### config.mk
export PLATFORM = sky130hd
export DESIGN_NAME = vga_sync_gen
export DESIGN_NICKNAME = d
export VERILOG_FILES = /design/src/rtl/vga_sync_gen.sv
export SDC_FILE = /design/constraint.sdc
export NUM_CORES = 1
export LEC_CHECK = 0
export CAP_MARGIN = 30
export CORE_ASPECT_RATIO = 1.5
export CORE_UTILIZATION = 48
export DETAILED_ROUTE_END_ITERATION = 10
export PLACE_DENSITY = 0.91
export REMOVE_ABC_BUFFERS = 1
export SYNTH_ARGS = -nofsm -noshare
export SYNTH_HDL_FRONTEND = slang
export SYNTH_SLANG_ARGS = --single-unit
export TNS_END_PERCENT = 100
### constraint.sdc
create_clock -name clk_65M -period 6.1 [get_ports clk_65M]
set_input_delay 1.83 -clock clk_65M [delete_from_list [all_inputs] [get_ports clk_65M]]
set_output_delay 1.83 -clock clk_65M [all_outputs]
set_load 0.02 [all_outputs]
### src/rtl/vga_sync_gen.sv
// vga_sync_gen
//   Video timing generator. The defaults give XGA 1024x768 at 60 Hz from a
//   65 MHz pixel clock. It produces raw horizontal and vertical counts, the
//   hsync/vsync pulses and a visible-region flag for the line-draw/colour
//   stage. It also holds frame-stable copies of the game line endpoints, so
//   the renderer never sees them change part-way through a frame.
//
// Ports
//   clk_65M     in   pixel clock; all logic runs on the rising edge
//   clear_n     in   synchronous active-low reset
//   pause       in   1 = keep the current shadow coordinates at the frame wrap
//   x1_in..y2_in in  CW  line endpoints from game control
//   hsync       out  horizontal sync; its asserted level is SYNC_POL
//   vsync       out  vertical sync; its asserted level is SYNC_POL
//   H_count     out  17  horizontal position, 0..HPIXELS-1
//   V_count     out  17  vertical position, 0..VLINES-1
//   vid_on      out  1 inside the visible window
//   frame_tick  out  1 on the last clock of each frame
//   frame_cnt   out  16  frames completed since reset, wraps
//   x1..y2      out  CW  shadow coordinates, which change only at the frame wrap
module vga_sync_gen #(
  parameter int HPIXELS  = 1344,
  parameter int VLINES   = 806,
  parameter int HSP      = 136,
  parameter int HBP      = 296,
  parameter int HFP      = 1320,
  parameter int VSP      = 6,
  parameter int VBP      = 35,
  parameter int VFP      = 803,
  parameter bit SYNC_POL = 1'b0,
  parameter int CW       = 20
) (
  input  logic          clk_65M,
  input  logic          clear_n,
  input  logic          pause,
  input  logic [CW-1:0] x1_in,
  input  logic [CW-1:0] y1_in,
  input  logic [CW-1:0] x2_in,
  input  logic [CW-1:0] y2_in,
  output logic          hsync,
  output logic          vsync,
  output logic [16:0]   H_count,
  output logic [16:0]   V_count,
  output logic          vid_on,
  output logic          frame_tick,
  output logic [15:0]   frame_cnt,
  output logic [CW-1:0] x1,
  output logic [CW-1:0] y1,
  output logic [CW-1:0] x2,
  output logic [CW-1:0] y2
);

  // Elaboration-time check that the timing regions are in order.
  if (!(HSP < HBP && HBP < HFP && HFP <= HPIXELS &&
        VSP < VBP && VBP < VFP && VFP <= VLINES)) begin : g_bad_timing
    $error("vga_sync_gen: illegal timing parameters");
  end

  localparam logic [16:0] H_LAST = 17'(HPIXELS - 1);
  localparam logic [16:0] V_LAST = 17'(VLINES - 1);
  localparam logic [16:0] HSP_C  = 17'(HSP);
  localparam logic [16:0] HBP_C  = 17'(HBP);
  localparam logic [16:0] HFP_C  = 17'(HFP);
  localparam logic [16:0] VSP_C  = 17'(VSP);
  localparam logic [16:0] VBP_C  = 17'(VBP);
  localparam logic [16:0] VFP_C  = 17'(VFP);

  logic [16:0] h_nxt, v_nxt;
  logic        h_wrap, v_wrap;

  // Next-count values. Every registered output is decoded from these, so
  // each output lines up exactly with the counts shown on the same cycle.
  always_comb begin
    h_wrap = (H_count == H_LAST);
    v_wrap = (V_count == V_LAST);
    h_nxt  = h_wrap ? 17'd0 : H_count + 17'd1;
    v_nxt  = V_count;
    if (h_wrap) v_nxt = v_wrap ? 17'd0 : V_count + 17'd1;
  end

  always_ff @(posedge clk_65M) begin
    if (!clear_n) begin
      // (0,0) lies inside both sync pulses, so the syncs reset asserted.
      H_count    <= '0;
      V_count    <= '0;
      hsync      <= SYNC_POL;
      vsync      <= SYNC_POL;
      vid_on     <= 1'b0;
      frame_tick <= 1'b0;
      frame_cnt  <= '0;
      x1         <= '0;
      y1         <= '0;
      x2         <= '0;
      y2         <= '0;
    end else begin
      H_count    <= h_nxt;
      V_count    <= v_nxt;
      hsync      <= (h_nxt < HSP_C) ? SYNC_POL : ~SYNC_POL;
      vsync      <= (v_nxt < VSP_C) ? SYNC_POL : ~SYNC_POL;
      vid_on     <= (h_nxt >= HBP_C) && (h_nxt < HFP_C) &&
                    (v_nxt >= VBP_C) && (v_nxt < VFP_C);
      frame_tick <= (h_nxt == H_LAST) && (v_nxt == V_LAST);
      // frame_tick is high on exactly the cycle before the (0,0) wrap, so
      // the edge that leaves it is the frame-boundary edge.
      if (frame_tick) begin
        frame_cnt <= frame_cnt + 16'd1;
        if (!pause) begin
          x1 <= x1_in;
          y1 <= y1_in;
          x2 <= x2_in;
          y2 <= y2_in;
        end
      end
    end
  end

endmodule
==> flow_summary.json <==
{
  "dp_cells": 1054,
  "drv_cap": 0,
  "critical_path.endpoint_type": "register",
  "cp_slowest_stage_delay_ns": 0.65,
  "final-hold-violation-count": 0,
  "grt_usage_pct": 29.3,
  "drtIter0Drc": 305,
  "ys_seq_elements": 134,
  "final_common_cell": "clkdlybuf4s50_1",
  "cts_sinks": 134,
  "rsz0062_at_grt": "no",
  "dieArea_sq_um": 12600,
  "dp_worst_setup_slack_ns": 1.93,
  "slew_violations": 0,
  "area_growth_pct": 48.9,
  "synthCells": 729,
  "drt-pass1-iter-count": 5,
  "postSynthAreaPerCell_sq_um": 8.00,
  "viasPerCell": 5.48,
  "io_buffers": 216,
  "p_leak_nw": 2.97,
  "cts_tree": "yes",
  "layout_min_cycle_time_ns": 3.80,
  "clk_path_buf_depth": 2,
  "clk_pin_slew_worst_paths_ns": 0.06,
  "die_y_um": 137,
  "crit_path_max_fanout": 61,
  "hold_path_class": "register to register",
  "syn_area_sq_um": 5830,
  "synth_edf_count": 0,
  "final_cell_mix": "clkdlybuf4s50_1, nand2_1, dfxtp_1, a21oi_1, nor2_1",
  "yosysWarnings": 0,
  "fin_ws_ns": 2.30,
  "finalCritPeriodShare_pct": 62.3,
  "postCtsSetupRepairBufs": 0,
  "wire_per_inst_um": 17.2,
  "status": "finished clean",
  "yosysSeqAreaShare_pct": 46.0,
  "path_buf_inv": 4,
  "cts_max_level": 4,
  "grt_pass1_wl_um": 28800,
  "grt_max_degree": 62,
  "worst_hold_slack_ns": 0.452,
  "drive_gt1_share_pct": 5.99,
  "drt_wl_total_um": 18700,
  "timing.critical_path.mode_cell": "buf_4",
  "stdcell_area_sq_um": 8680,
  "cts_hold_buf": 0,
  "ys_types": 63,
  "cp-startpoint": "clear_n",
  "dp_hpwl_um": 12600,
  "antennaDiodeCount": 0,
  "start_util_pct": 50.0,
  "async_flop_share_pct": 0,
  "crit_arrival_ns": 4.09,
  "die_x_um": 92.0,
  "cp.required_ns": 6.39,
  "grt.overflow.total": 0,
  "crit_type": "input port to register",
  "synthFlopType": "dfxtp_1",
  "nets": 1010,
  "skew_ns": 0.00983,
  "core_area_sq_um": 11700,
  "grt_pass1_vias": 5674,
  "crit_path_start_kind": "input port",
  "slew_headroom_pct": 39.1,
  "tightest_slew_ns": 0.911,
  "cts_buffers": 17,
  "setup-tns-final_ns": 0,
  "cts_root_buf": "clkbuf_16",
  "rr_startpoint": "H_count[0]",
  "drtAntennaViolNets": 0,
  "cts_resized": 0,
  "crit_chain": "clkdlybuf4s50_1, clkinv_2, buf_4, buf_4, nor4_1, o221a_1",
  "place_area_sq_um": 8030,
  "power_density_nw_per_um2": 244,
  "vias": 5945,
  "critPathTopFamily": "buffers and inverters",
  "pin_count": 217,
  "holdCritStartpoint": "y2[2]",
  "p_total_mw": 2.12,
  "clock_latency_ns": 0.40,
  "finish.utilization_pct": 74.5,
  "finalWeightedCongestion": 0.962,
  "fillers": 835,
  "setup_violations": 0,
  "antenna_found_initial": 0,
  "fin_cells": 1085,
  "placementRows": 48,
  "fmax_ghz": 0.263,
  "peakVddDrop_uv": 229,
  "crit_slowest_cell": "clkdlybuf4s50_1",
  "remaining_drc_errors": 0
}
## power by group
part           internal [mW]  leakage [nW]  switching, mW
sequential             0.880          1.08        0.00812
combinational         0.0665          1.57         0.0409
clock                  0.729         0.318          0.394
total                   1.68          2.97          0.443
## routing by layer
metal,wire [um],up-vias,global-route usage [%]
li1,-,2881,-
met1,6850,2796,30.5
met2,10100,232,55.4
met3,1210,36,6.33
met4,519,0,13.4
met5,0,-,0
## sequential cells by signal (all words and copies together), names as in the netlist
name and cells:
frame_tick 1, vsync 1, frame_cnt 16, y2 20
H_count 17, V_count 17, x2 20, x1 20
y1 20, hsync 1, vid_on 1
## final timing paths
| path | end | slack, ns | cells past startpoint |
|---|---|---|---|
| min | y2[2] | 0.45 | 2 |
| max reg2reg | vid_on | 3.07 | 8 |
| max | vid_on | 2.30 | 6 |
| min reg2reg | y2[2] | 0.45 | 2 |
## synthesized netlist by cell type, types with 3 or more instances
cell	count	area (sq um)
nand2_1	188	706
dfxtp_1	134	2680
a21oi_1	93	465
nor2_1	56	210
clkbuf_1	36	135
nand3_1	24	120
xor2_1	19	166
xnor2_1	17	149
nor3_1	14	70.1
nand4_1	13	81.3
and3_1	11	68.8
o21ai_0	11	55.1
nor4_1	9	56.3
nor2b_1	7	43.8
and2_1	6	37.5
a31oi_1	5	31.3
and4_1	5	43.8
buf_2	5	25.0
inv_1	5	18.8
nand2b_1	5	31.3
nand3b_1	5	37.5
ha_1	4	50.1
o21a_1	4	30.0
or3_1	4	25.0
mux2i_1	3	30.0
o31a_1	3	26.3
## cells by family (layout without fill, tap and decap cells)
family	count (synthesis)	count (layout)	share of synthesized area (%)
compound gates	132	132	13.1
fa+ha+maj	4	4	0.858
mux	4	4	0.708
flops	134	134	46.0
xor+xnor	36	36	5.41
simple gates	369	369	30.3
buf+inv	50	256	3.60
## worst min-delay path, delay by kind of cell (launching register included)
kind	cells	cell delay [ns]
AOI/OAI and AO/OA	1	0.05
DFF	1	0.30
and+or+nand+nor	1	0.05
## layout make-up
| class | instances | area [sq um] | share of cell area, % |
|---|---|---|---|
| multi-input cells | 545 | 2950 | 34.0 |
| flip-flops and latches | 134 | 2680 | 30.9 |
| repair buffers | 220 | 2190 | 25.3 |
| clock buffers | 17 | 425 | 4.90 |
| clock inverters | 14 | 225 | 2.59 |
| well taps | 150 | 188 | 2.16 |
| inverters | 5 | 20.0 | 0.231 |
Note: power is estimated with default switching activity, not from simulation.
